### src/rtl/lsu_pkg.sv
// Shared definitions for the load/store unit.
//   - funct3 encodings for RV32I loads and stores
//   - unshifted byte/half/word write masks
//   - LSU FSM state encoding
//   - small helpers: access size in bytes, size mask, funct3 legality and
//     word-crossing detection
package lsu_pkg;

    localparam int XLEN = 32;

    // Load funct3
    localparam logic [2:0] F3_LB  = 3'b000;
    localparam logic [2:0] F3_LH  = 3'b001;
    localparam logic [2:0] F3_LW  = 3'b010;
    localparam logic [2:0] F3_LBU = 3'b100;
    localparam logic [2:0] F3_LHU = 3'b101;
    // Store funct3
    localparam logic [2:0] F3_SB  = 3'b000;
    localparam logic [2:0] F3_SH  = 3'b001;
    localparam logic [2:0] F3_SW  = 3'b010;

    localparam logic [XLEN-1:0] MASK_B = 32'h0000_00FF;
    localparam logic [XLEN-1:0] MASK_H = 32'h0000_FFFF;
    localparam logic [XLEN-1:0] MASK_W = 32'hFFFF_FFFF;

    typedef enum logic [1:0] {
        ST_IDLE   = 2'd0,
        ST_FIRST  = 2'd1,
        ST_SECOND = 2'd2,
        ST_RESP   = 2'd3
    } lsu_state_e;

    // funct3[1:0] carries the access size for every legal encoding.
    function automatic logic [2:0] size_bytes(input logic [1:0] sz);
        case (sz)
            2'b00:   return 3'd1;
            2'b01:   return 3'd2;
            default: return 3'd4;
        endcase
    endfunction

    function automatic logic [XLEN-1:0] size_mask(input logic [1:0] sz);
        case (sz)
            2'b00:   return MASK_B;
            2'b01:   return MASK_H;
            default: return MASK_W;
        endcase
    endfunction

    function automatic logic f3_legal(input logic we, input logic [2:0] f3);
        if (we)
            return (f3 == F3_SB) || (f3 == F3_SH) || (f3 == F3_SW);
        else
            return (f3 == F3_LB) || (f3 == F3_LH) || (f3 == F3_LW) ||
                   (f3 == F3_LBU) || (f3 == F3_LHU);
    endfunction

    // True when the access spills past the end of its 32-bit word.
    function automatic logic crosses(input logic [1:0] off, input logic [1:0] sz);
        return ({2'b00, off} + {1'b0, size_bytes(sz)}) > 4'd4;
    endfunction

endpackage

### src/rtl/lsu_align.sv
// Load-data extender (combinational).
//   funct3 : load funct3, selects size and signedness
//   data   : right-aligned merged load data (lo | hi)
//   rdata  : sign/zero-extended result; 0 for non-load encodings
module lsu_align
    import lsu_pkg::*;
(
    input  logic [2:0]      funct3,
    input  logic [XLEN-1:0] data,
    output logic [XLEN-1:0] rdata
);

    always_comb begin
        rdata = '0;
        case (funct3)
            F3_LB:   rdata = {{24{data[7]}}, data[7:0]};
            F3_LH:   rdata = {{16{data[15]}}, data[15:0]};
            F3_LW:   rdata = data;
            F3_LBU:  rdata = {24'h0, data[7:0]};
            F3_LHU:  rdata = {16'h0, data[15:0]};
            default: rdata = '0;
        endcase
    end

endmodule

### src/rtl/lsu.sv
// Load/store unit, initiator side of the data-memory port.
// Takes one load/store per handshake, drives the dmem port, splits
// word-crossing accesses into two word accesses and returns extended load
// data with a one-cycle resp_valid pulse.
//   clk, rst_n             : clock, asynchronous active-low reset
//   req_valid/req_ready    : request handshake (ready only while idle)
//   req_we/funct3/addr/wdata : request fields, sampled at the accept edge
//   resp_valid             : one-cycle completion pulse
//   resp_rdata/resp_error  : result, held until the next completion
//   dmem_addr/wdata/wmask/we : memory port (unshifted data and mask)
//   dmem_rdata             : combinational read of the word at dmem_addr
module lsu
    import lsu_pkg::*;
#(
    parameter int ALLOW_MISALIGNED = 1
) (
    input  logic            clk,
    input  logic            rst_n,
    input  logic            req_valid,
    output logic            req_ready,
    input  logic            req_we,
    input  logic [2:0]      req_funct3,
    input  logic [XLEN-1:0] req_addr,
    input  logic [XLEN-1:0] req_wdata,
    output logic            resp_valid,
    output logic [XLEN-1:0] resp_rdata,
    output logic            resp_error,
    output logic [XLEN-1:0] dmem_addr,
    output logic [XLEN-1:0] dmem_wdata,
    output logic [XLEN-1:0] dmem_wmask,
    output logic            dmem_we,
    input  logic [XLEN-1:0] dmem_rdata
);

    lsu_state_e state_reg, state_next;

    logic            we_reg;
    logic [2:0]      f3_reg;
    logic [XLEN-1:0] addr_reg;
    logic [XLEN-1:0] wdata_reg;
    logic [XLEN-1:0] lo_reg;
    logic [XLEN-1:0] resp_rdata_reg, resp_rdata_next;
    logic            resp_error_reg, resp_error_next;
    logic            resp_load;

    logic [1:0]      off;
    logic [4:0]      lo_shift;
    logic [5:0]      hi_shift;
    logic [XLEN-1:0] lo_now;
    logic [XLEN-1:0] hi_now;
    logic [XLEN-1:0] merged;
    logic [XLEN-1:0] aligned;
    logic            cross_reg;
    logic            req_bad;
    logic            accept;

    assign accept    = (state_reg == ST_IDLE) && req_valid;
    assign req_ready = (state_reg == ST_IDLE);
    assign resp_valid = (state_reg == ST_RESP);
    assign resp_rdata = resp_rdata_reg;
    assign resp_error = resp_error_reg;

    // Rejected requests never touch dmem; the decision is made from the live
    // request fields so the error response can come one cycle after accept.
    assign req_bad = !f3_legal(req_we, req_funct3) ||
                     ((ALLOW_MISALIGNED == 0) && crosses(req_addr[1:0], req_funct3[1:0]));

    assign off       = addr_reg[1:0];
    assign cross_reg = crosses(off, f3_reg[1:0]);
    assign lo_shift  = {off, 3'b000};
    // Only used in SECOND, where off is never 0, so the shift is 8..24.
    assign hi_shift  = 6'd32 - {1'b0, off, 3'b000};
    assign lo_now    = dmem_rdata >> lo_shift;
    assign hi_now    = dmem_rdata << hi_shift;

    lsu_align u_align (
        .funct3 (f3_reg),
        .data   (merged),
        .rdata  (aligned)
    );

    // dmem port: purely from state + latched request, so dmem_we falls as
    // soon as the asynchronous reset forces the state back to IDLE.
    always_comb begin
        dmem_addr  = addr_reg;
        dmem_wdata = wdata_reg;
        dmem_wmask = size_mask(f3_reg[1:0]);
        dmem_we    = 1'b0;
        case (state_reg)
            ST_FIRST: begin
                dmem_we = we_reg;
            end
            ST_SECOND: begin
                // Upper part of the access lands at offset 0 of the next word;
                // the word index wraps naturally at the top of the address space.
                dmem_addr  = {addr_reg[31:2] + 30'd1, 2'b00};
                dmem_wdata = wdata_reg >> hi_shift;
                dmem_wmask = size_mask(f3_reg[1:0]) >> hi_shift;
                dmem_we    = we_reg;
            end
            default: ;
        endcase
    end

    always_comb begin
        state_next      = state_reg;
        merged          = '0;
        resp_load       = 1'b0;
        resp_error_next = 1'b0;
        resp_rdata_next = '0;
        case (state_reg)
            ST_IDLE: begin
                if (req_valid) begin
                    if (req_bad) begin
                        state_next      = ST_RESP;
                        resp_load       = 1'b1;
                        resp_error_next = 1'b1;
                    end else begin
                        state_next = ST_FIRST;
                    end
                end
            end
            ST_FIRST: begin
                if (cross_reg) begin
                    state_next = ST_SECOND;
                end else begin
                    state_next      = ST_RESP;
                    resp_load       = 1'b1;
                    merged          = lo_now;
                    resp_rdata_next = we_reg ? '0 : aligned;
                end
            end
            ST_SECOND: begin
                state_next      = ST_RESP;
                resp_load       = 1'b1;
                merged          = lo_reg | hi_now;
                resp_rdata_next = we_reg ? '0 : aligned;
            end
            ST_RESP: begin
                state_next = ST_IDLE;
            end
            default: state_next = ST_IDLE;
        endcase
    end

    always_ff @(posedge clk or negedge rst_n) begin
        if (!rst_n) begin
            state_reg      <= ST_IDLE;
            we_reg         <= 1'b0;
            f3_reg         <= '0;
            addr_reg       <= '0;
            wdata_reg      <= '0;
            lo_reg         <= '0;
            resp_rdata_reg <= '0;
            resp_error_reg <= 1'b0;
        end else begin
            state_reg <= state_next;
            if (accept) begin
                we_reg    <= req_we;
                f3_reg    <= req_funct3;
                addr_reg  <= req_addr;
                wdata_reg <= req_wdata;
            end
            if (state_reg == ST_FIRST)
                lo_reg <= lo_now;
            if (resp_load) begin
                resp_rdata_reg <= resp_rdata_next;
                resp_error_reg <= resp_error_next;
            end
        end
    end

endmodule

### config.mk
export PLATFORM = sky130hd
export DESIGN_NAME = lsu
export DESIGN_NICKNAME = d
export VERILOG_FILES = /design/src/rtl/lsu_pkg.sv /design/src/rtl/lsu_align.sv /design/src/rtl/lsu.sv
export SDC_FILE = /design/constraint.sdc
export NUM_CORES = 1
export LEC_CHECK = 0
export BUFFER_PORTS_ARGS = -buffer_cell sky130_fd_sc_hd__buf_2
export CORE_UTILIZATION = 54
export DETAILED_ROUTE_END_ITERATION = 6
export PLACE_DENSITY = 0.82
export SYNTH_ARGS = -nofsm -noshare
export SYNTH_HDL_FRONTEND = slang
export SYNTH_HIERARCHICAL = 1
export SYNTH_SLANG_ARGS = --single-unit
### constraint.sdc
create_clock -name clk -period 3.3 [get_ports clk]
set_input_delay 0.165 -clock clk [delete_from_list [all_inputs] [get_ports clk]]
set_output_delay 0.165 -clock clk [all_outputs]
set_load 0.02 [all_outputs]
==> results.json, run 1 <==
{
  "leakage_nw": 5.06,
  "reg2reg_slack_ps": 330,
  "cpMaxStageDelayCell": "ha_2",
  "crit_chain": "inv_1, ha_2, buf_4, and3_1, a221oi_1, o21ai_0, buf_2",
  "nFillCells": 1055,
  "antenna_cells": 0,
  "clk_pin_slew_ps": 60,
  "whs_endpoint": "wdata_reg[18]",
  "final_util_pct": 71.3,
  "hold_violations": 0,
  "vias_per_cell": 6.17,
  "maxCapViolCount": 0,
  "num_vias": 8021,
  "ff_latch_area_um2": 3380,
  "setup_tns_ps": 0,
  "cp_top_family": "buffers and inverters",
  "max_freq_mhz": 318,
  "post_drt_wl_per_cell_um": 21.7,
  "die_y_um": 128,
  "syn_inst": 826,
  "cts_inserted_buffers": 17,
  "port_buffers": 234,
  "ioPinCount": 235,
  "critical_path_class": "reg2out",
  "ys_warn_count": 6,
  "arrival_ps": 2980,
  "ys_async_sr_fraction_pct": 100,
  "cts_tree": "yes",
  "hp-start": "req_wdata[18]",
  "ys.flop_type": "dfrtp_1",
  "grtUsageTotal_pct": 35.3,
  "detail_route.iter0.violations": 724,
  "grt_setup_unrepaired": "no",
  "peakVddDrop_v": 0.000814,
  "skew_ps": 11.4,
  "grt_pass1_vias": 8169,
  "r2r-start": "addr_reg[0]",
  "p_per_area_nw_per_um2": 1160,
  "die_w_um": 128,
  "postCtsSetupBuffers": 0,
  "grt_overflow_total": 0,
  "hpwl_um": 17500,
  "setup_viol": 0,
  "grt_max_degree": 87,
  "fin_nets": 1187,
  "cp_data_required_time_ps": 3130,
  "ff2ff_path_depth": 10,
  "die_area_um2": 16500,
  "worst_setup_path_start_kind": "register",
  "route.detailed.drc": 0,
  "synth_top_area_share_pct": 39.2,
  "start_util_pct": 56.1,
  "hold_slack_ps": 9.64,
  "first_pass_iters": 6,
  "drv_slew": 0,
  "antenna_found_initial": 0,
  "yosysSeqAreaShare_pct": 39.2,
  "areaGrowthSynthToFinish_pct": 27.2,
  "rr_endpoint": "resp_rdata[10]",
  "layout_min_cycle_time_ps": 3140,
  "root_buffer": "clkbuf_16",
  "total_power_w": 0.0127,
  "hold-path-cell-count": 2,
  "final_cell_area_um2": 11000,
  "synth.distinct_cells": 58,
  "row_count": 45,
  "cts_max_level": 4,
  "coreArea_um2": 15400,
  "clkLatencyLatePin_ps": 440,
  "synth_area_um2": 8620,
  "clockBufferDepth": 2,
  "final.period_utilization_pct": 95.2,
  "drive_gt1_share_pct": 37.6,
  "cts_sinks": 135,
  "cp_max_fo": 13,
  "place.gp.congestion": 0.998,
  "slowest_delay_ps": 500,
  "multiInputGateArea_um2": 4630,
  "slew-limit-headroom_pct": 30.9,
  "ant_nets": 0,
  "crit_buf_inv": 3,
  "drt_wl_total_um": 28200,
  "synth-seq-cells": 135,
  "synth_area_leader_cell": "dfrtp_1",
  "synth-edff-count": 0,
  "end_kind": "primary output",
  "syn_nets": 938,
  "place_area_um2": 9720,
  "grt_pass1_wl_um": 44000,
  "synth_area_per_cell_um2": 10.4,
  "status": "complete, no violations",
  "worstHoldPathType": "in2reg",
  "worst_pin_slew_ps": 1030,
  "ys_top_cells_by_area": "dfrtp_1 (39%), mux2_2 (11%), mux2i_1 (7.0%)"
}
==> cell usage after synthesis, types with 2 or more instances <==
library cell	number
mux2i_1	60
clkinv_1	2
a221oi_1	9
o21ai_1	10
buf_4	30
nand2_1	46
xnor2_1	23
a222oi_1	6
and2_1	26
nor3_1	2
or2_1	2
a31oi_1	2
nor2b_1	5
inv_1	21
a21oi_1	25
nand4_1	11
nor2_1	25
and3_1	6
o2bb2ai_1	27
a22o_1	38
nand3_1	26
xor2_1	6
o21ai_0	47
o21ai_2	3
and4_1	3
a32o_1	2
buf_1	6
mux4_2	8
o22ai_1	11
a22oi_1	20
nand2b_1	7
dfrtp_1	135
buf_6	9
mux2_2	86
clkbuf_1	20
buf_2	27
nand3b_1	6
ha_1	8
==> worst register-to-register path: stages, from the launching register on <==
cell,delay [ps]
dfrtp_4,500
ha_1,270
fa_1,420
xnor2_2,170
o221a_1,290
buf_4,220
a222oi_1,400
nor2_1,110
mux2i_1,140
o2bb2ai_1,90
a22o_1,230
==> where the power goes <==
part	switching (W)	internal, W
Combinational	0.00484	0.00301
Clock	0.000783	0.00104
Sequential	0.000677	0.00235
Total	0.00630	0.00640
==> per-stage QoR <==
stage	worst slack, ps	instances
5_1_grt	63.1	1299
3_5_place_dp	211	1201
2_1_floorplan	35.2	826
3_3_place_gp	381	1201
6_report	157	1299
4_1_cts	20.5	1299
==> worst max-delay path by stage <==
stage	startpoint	endpoint	slack (ps)	depth (start not counted)
4_1_cts	addr_reg[0]	dmem_wdata[8]	20	8
6_report	addr_reg[0]	dmem_wdata[0]	160	7
3_3_place_gp	f3_reg[1]	resp_rdata[15]	380	10
5_1_grt	addr_reg[0]	dmem_wdata[0]	60	7
3_5_place_dp	f3_reg[1]	resp_rdata[15]	210	10
2_1_floorplan	addr_reg[0]	dmem_wmask[25]	40	11
==> routing by layer <==
| layer | part of all wire (%) | GRT usage, % |
|---|---|---|
| met1 | 38 | 41.3 |
| met2 | 49 | 59.7 |
| met3 | 8.4 | 8.77 |
| met4 | 4.5 | 19.2 |
| met5 | 0 | 0 |
==> layout make-up <==
class,count,area share (%)
Multi-Input combinational cell,574,42.2
Sequential cell,135,30.8
Timing Repair Buffer,323,18.7
Clock buffer,18,3.91
Tap cell,211,2.41
Clock inverter,14,1.14
Inverter,24,0.821
==> cell usage in the layout (no fill, tap or decap), types with 9 or more instances in the layout <==
| cell type | n |
|---|---|
| nand2_1 | 45 |
| clkbuf_16 | 17 |
| nor2_1 | 23 |
| nand4_1 | 11 |
| and2_1 | 25 |
| nand3_1 | 26 |
| o2bb2ai_1 | 27 |
| o21ai_1 | 9 |
| inv_1 | 21 |
| o21ai_0 | 47 |
| xnor2_1 | 23 |
| dlygate4sd3_1 | 66 |
| o22ai_1 | 11 |
| a22o_1 | 38 |
| buf_2 | 233 |
| a21oi_1 | 24 |
| a22oi_1 | 20 |
| buf_4 | 20 |
| dfrtp_1 | 134 |
| a221oi_1 | 9 |
| mux2_2 | 86 |
| mux2i_1 | 60 |
==> repair_timing <==
| action | in CTS | in global routing |
|---|---|---|
| endpoints found under the hold margin | 150 | 0 |
| setup endpoints to repair | 0 | 61 |
| hold buffers | 66 | 0 |
| resized for setup | 0 | 8 |
==> cell families after synthesis <==
family	share of synthesized area, %
flops	39.2
simple gates	10.7
mux	20.3
xor+xnor	3.13
compound gates	17.7
fa+ha+maj	1.39
buf+inv	7.59
Power figures use the tool's default switching activity.
==> inputs of run 2 (changes only) <==
--- a/config.mk
+++ b/config.mk
@@ -6,10 +6,9 @@
 export NUM_CORES = 1
 export LEC_CHECK = 0
 export BUFFER_PORTS_ARGS = -buffer_cell sky130_fd_sc_hd__buf_2
-export CORE_UTILIZATION = 54
+export CORE_UTILIZATION = 53
 export DETAILED_ROUTE_END_ITERATION = 6
-export PLACE_DENSITY = 0.82
+export PLACE_DENSITY = 0.81
 export SYNTH_ARGS = -nofsm -noshare
 export SYNTH_HDL_FRONTEND = slang
-export SYNTH_HIERARCHICAL = 1
 export SYNTH_SLANG_ARGS = --single-unit
==> results.json, run 2 <==
{
  "status": "complete, no violations",
  "max_freq_mhz": 318,
  "cpMaxStageDelayCell": "dfrtp_2",
  "detail_route.iter0.violations": 705,
  "worst_setup_path_start_kind": "register",
  "gr-usage-met3_pct": 8.12,
  "grtUsageMet2_pct": 55.8,
  "hold_violations": 0,
  "grtUsageTotal_pct": 32.9,
  "setup_viol": 0,
  "skew_ps": 7.50,
  "slew-limit-headroom_pct": 31.5,
  "worst_pin_slew_ps": 1020,
  "cp_max_fo": 17,
  "cts_sinks": 135,
  "setup_tns_ps": 0,
  "layout_min_cycle_time_ps": 3140,
  "synth_area_leader_cell": "dfrtp_1",
  "place_area_um2": 9390,
  "synth_common_cells": "dfrtp_1 (135), mux2_2 (109), nand2_1 (81)",
  "syn_inst": 851,
  "fin_cells": 1324,
  "die_y_um": 127,
  "grt_max_degree": 90,
  "ant_nets": 0,
  "clockBufferDepth": 2,
  "first_pass_iters": 5,
  "grt_pass1_vias": 7723,
  "fin_ws_ps": 157,
  "grt_setup_unrepaired": "no",
  "final.period_utilization_pct": 95.3,
  "areaGrowthSynthToFinish_pct": 28.8,
  "maxCapViolCount": 0,
  "post_drt_wl_per_cell_um": 19.5,
  "slowest_delay_ps": 540,
  "coreArea_um2": 15300,
  "route.detailed.drc": 0,
  "clk_pin_slew_ps": 70,
  "critical_path_class": "reg2out",
  "ys_top_cells_by_area": "dfrtp_1 (41%), mux2_2 (15%), a21oi_1 (4.5%)",
  "grt_pass1_wl_um": 41000,
  "cts_tree": "yes",
  "vias_per_cell": 5.91,
  "synth_area_per_cell_um2": 9.74,
  "grt_overflow_total": 0,
  "row_count": 45,
  "dp.cells": 1225,
  "gr-max-usage-layer": "met2",
  "place_ws_ps": 383,
  "peakVddDrop_v": 0.000805,
  "ys_warn_count": 0,
  "p_per_area_nw_per_um2": 1210,
  "syn_nets": 964,
  "cp_data_required_time_ps": 3130,
  "layout_commonest_cell": "buf_2",
  "drv_slew": 0,
  "synth-seq-cells": 135,
  "synth_top_area_share_pct": 40.8,
  "synth-edff-count": 0,
  "place.gp.congestion": 0.938,
  "drive_gt1_share_pct": 36.5,
  "cts_inserted_buffers": 17,
  "die_area_um2": 16100,
  "cts_max_level": 4,
  "final_cell_area_um2": 10700,
  "yosysMostFrequentCell": "dfrtp_1",
  "grt_use_met1_pct": 39.6,
  "synth_area_um2": 8290,
  "start_util_pct": 54.3,
  "synth.distinct_cells": 48,
  "ys_async_sr_fraction_pct": 100,
  "clkLatencyLatePin_ps": 430,
  "port_buffers": 234,
  "leakage_nw": 4.88,
  "reg2reg_slack_ps": 270,
  "crit_buf_inv": 3,
  "ioPinCount": 235,
  "end_kind": "primary output",
  "fin_nets": 1212,
  "cp_top_family": "simple AND/OR/NAND/NOR gates",
  "root_buffer": "clkbuf_16",
  "num_vias": 7831,
  "antenna_found_initial": 1,
  "hpwl_um": 16000,
  "final_cell_mix": "buf_2 (233), dfrtp_1 (134), mux2_2 (109)",
  "ys.flop_type": "dfrtp_1",
  "postCtsSetupBuffers": 0,
  "worstHoldPathType": "in2reg",
  "crit_chain": "clkinv_1, ha_1, buf_4, or2_2, o21ai_4, and2_2, buf_2",
  "die_w_um": 127,
  "drt_wl_total_um": 25800,
  "yosysSeqAreaShare_pct": 40.8,
  "arrival_ps": 2980
}
==> run 2: cell count changes after synthesis, sizes merged, moves of 19 or more <==
cell	change
a21oi	+49
mux2i	-25
a22o	-31
nor2	+19
nand2	+35
mux2	+23
o2bb2ai	-19
==> run 2: per-stage QoR <==
stage	hold slack, ps	util, %	power [W]
2_1_floorplan	-131	-	0.00884
3_3_place_gp	307	61.6	0.0104
3_5_place_dp	303	61.6	0.0106
4_1_cts	5.52	69.8	0.0127
5_1_grt	4.81	70.0	0.0137
6_report	6.80	70.0	0.0129
==> run 2: what timing repair did <==
action                                  in CTS  in global routing
endpoints found under the setup margin       0                 28
gates resized for setup                      0                  3
endpoints found under the hold margin      153                  0
hold buffers                                66                  0
==> run 2: path summary, 6_finish.rpt <==
path	to	start	depth (start not counted)
min in group asynchronous	resp_rdata[12]	rst_n	2
max	dmem_wmask[27]	addr_reg[0]	7
max in group asynchronous	resp_rdata[0]	rst_n	3
max reg2reg	resp_rdata[27]	f3_reg[1]	8
min	wdata_reg[8]	req_wdata[8]	2
min reg2reg	resp_rdata[3]	resp_rdata[3]	2
==> run 2: layout make-up <==
| type | instances | area (um^2) |
|---|---|---|
| Inverter | 15 | 56.3 |
| Tap cell | 211 | 264 |
| Timing Repair Buffer | 316 | 1970 |
| Antenna cell | 1 | 2.50 |
| Multi-Input combinational cell | 614 | 4400 |
| Clock inverter | 14 | 175 |
| Sequential cell | 135 | 3380 |
| Fill cell | 1081 | 4580 |
| Clock buffer | 18 | 429 |
==> run 2: worst register-to-register path: cells and delay by family, from the launching register on <==
kind	cells	cell delay [ps]
flip-flops	1	660
adder cells (fa/ha/maj)	2	750
AND/OR/NAND/NOR	2	200
AO/OA/AOI/OAI	4	1320
==> run 2: layer usage <==
| layer | vias to the layer above | share of wire [%] |
|---|---|---|
| met5 | - | 0 |
| met4 | 0 | 3.4 |
| met3 | 73 | 8.0 |
| met2 | 446 | 50 |
| met1 | 3784 | 38 |
| li1 | 3528 | - |
==> run 2: cells by family (layout without fill, tap and decap cells) <==
logic type	after synthesis	in the layout	synth area share, %
other	0	1	0
adder cells (fa/ha/maj)	10	10	1.60
XOR/XNOR	30	30	3.17
buffers and inverters	102	363	6.54
AND/OR/NAND/NOR	215	215	12.6
AO/OA/AOI/OAI	214	214	16.0
multiplexers	145	145	19.3
flip-flops	135	135	40.8
==> run 2: report_power, final <==
group / internal [W] / switching (W)
clock: 0.00119 / 0.000798
sequential: 0.00246 / 0.000770
combinational: 0.00296 / 0.00476
==> inputs of run 3 (changes only) <==
--- a/config.mk
+++ b/config.mk
@@ -8,6 +8,7 @@
 export BUFFER_PORTS_ARGS = -buffer_cell sky130_fd_sc_hd__buf_2
 export CORE_UTILIZATION = 53
 export DETAILED_ROUTE_END_ITERATION = 6
+export MAX_ROUTING_LAYER = met4
 export PLACE_DENSITY = 0.81
 export SYNTH_ARGS = -nofsm -noshare
 export SYNTH_HDL_FRONTEND = slang
==> results.json, run 3 (synthesis gave the netlist of run 2 again) <==
{
  "antenna_found_initial": 1,
  "vias_per_cell": 5.95,
  "grtUsageTotal_pct": 34.0,
  "final.period_utilization_pct": 95.5,
  "cts_max_level": 4,
  "post_drt_wl_per_cell_um": 19.5,
  "skew_ps": 7.80,
  "max_freq_mhz": 317,
  "critical_path_class": "reg2out",
  "drv_slew": 0,
  "cts_sinks": 135,
  "total_power_w": 0.0129,
  "layout_commonest_cell": "buf_2",
  "end_kind": "primary output",
  "crit_chain": "clkinv_1, ha_1, buf_4, or2_2, o21ai_4, and2_2, buf_2",
  "worst_pin_slew_ps": 1040,
  "crit_buf_inv": 3,
  "hpwl_um": 16000,
  "drt_wl_total_um": 25900,
  "num_vias": 7880,
  "cp_max_fo": 17,
  "cp_data_required_time_ps": 3130,
  "die_area_um2": 16100,
  "worstHoldPathType": "in2reg",
  "r2r-start": "f3_reg[1]",
  "slowest_delay_ps": 540,
  "reg2reg_slack_ps": 280,
  "whs_endpoint": "f3_reg[2]",
  "areaGrowthSynthToFinish_pct": 28.8,
  "slew-limit-headroom_pct": 30.1,
  "clockBufferDepth": 2,
  "grt_setup_unrepaired": "no",
  "hold-path-cell-count": 2,
  "worst_setup_path_start_kind": "register",
  "route.detailed.drc": 0,
  "peakVddDrop_v": 0.000807,
  "ant_nets": 0,
  "final_cell_mix": "buf_2 (233), dfrtp_1 (134), mux2_2 (109)",
  "cts_tree": "yes",
  "coreArea_um2": 15300,
  "setup_tns_ps": 0,
  "grt_pass1_vias": 7719,
  "cp_top_family": "simple AND/OR/NAND/NOR gates",
  "leakage_nw": 4.88,
  "hold_violations": 0,
  "p_per_area_nw_per_um2": 1210,
  "ff2ff_path_depth": 8,
  "grt_overflow_total": 0,
  "hp-start": "req_funct3[2]",
  "fin_nets": 1212,
  "arrival_ps": 2980,
  "grt_pass1_wl_um": 41000,
  "setup_viol": 0,
  "layout_min_cycle_time_ps": 3150,
  "die_w_um": 127,
  "port_buffers": 234,
  "drive_gt1_share_pct": 36.5,
  "place.gp.congestion": 0.954,
  "clk_pin_slew_ps": 60,
  "die_y_um": 127,
  "rr_endpoint": "resp_rdata[27]",
  "nFillCells": 1081,
  "start_util_pct": 54.3,
  "root_buffer": "clkbuf_16",
  "ioPinCount": 235,
  "grt_max_degree": 90,
  "maxCapViolCount": 0,
  "detail_route.iter0.violations": 791,
  "first_pass_iters": 5,
  "cpMaxStageDelayCell": "dfrtp_2",
  "status": "complete, no violations",
  "clkLatencyLatePin_ps": 430,
  "cts_inserted_buffers": 17,
  "row_count": 45
}
## run 3: worst max path at each step
stage               cells after the start        endpoint        start
floorplan                              12  dmem_wmask[25]  addr_reg[0]
CTS                                     7  dmem_wmask[25]  addr_reg[0]
global route                            7  dmem_wmask[27]  addr_reg[0]
detailed placement                      8  resp_rdata[27]    f3_reg[1]
finish                                  7  dmem_wmask[27]  addr_reg[0]
global placement                        8  resp_rdata[28]    f3_reg[1]
## run 3: per-stage QoR
step	utilization, %	hold slack, ps	std cells	setup slack [ps]	area (um^2)
after floorplan	-	-131	851	37.7	8300
after global placement	61.6	307	1225	447	9390
after detailed placement	61.6	303	1225	383	9390
after CTS	69.8	5.52	1323	25.6	10700
after global routing	70.0	4.29	1324	4.93	10700
final	70.0	7.61	1324	150	10700
## run 3: area by class of cell
cell class,instances,area [um^2],area share [%]
multi-input cells,614,4400,41.2
flip-flops and latches,135,3380,31.6
repair buffers,316,1970,18.5
clock buffers,18,429,4.02
well taps,211,264,2.47
clock inverters,14,175,1.64
inverters,15,56.3,0.527
diodes,1,2.50,0.0234
## run 3: timing repair
item / in CTS / in global routing
setup buffers: 0 / 0
endpoints found under the hold margin: 153 / 0
setup endpoints to repair: 0 / 26
gates resized for setup: 0 / 3
hold buffers: 66 / 0
## run 3: metal layers
layer  vias to the layer above  wire [um]  track usage (%)
met2                       445      12900             56.2
met1                      3824       9920             39.5
li1                       3525          -                -
met3                        86       2070             8.04
met4                         0        922             15.0
met5                         -          0                -
## run 3: report_power, final
part           switching (W)  internal (W)
Sequential          0.000774       0.00246
Combinational        0.00476       0.00296
Clock               0.000795       0.00119
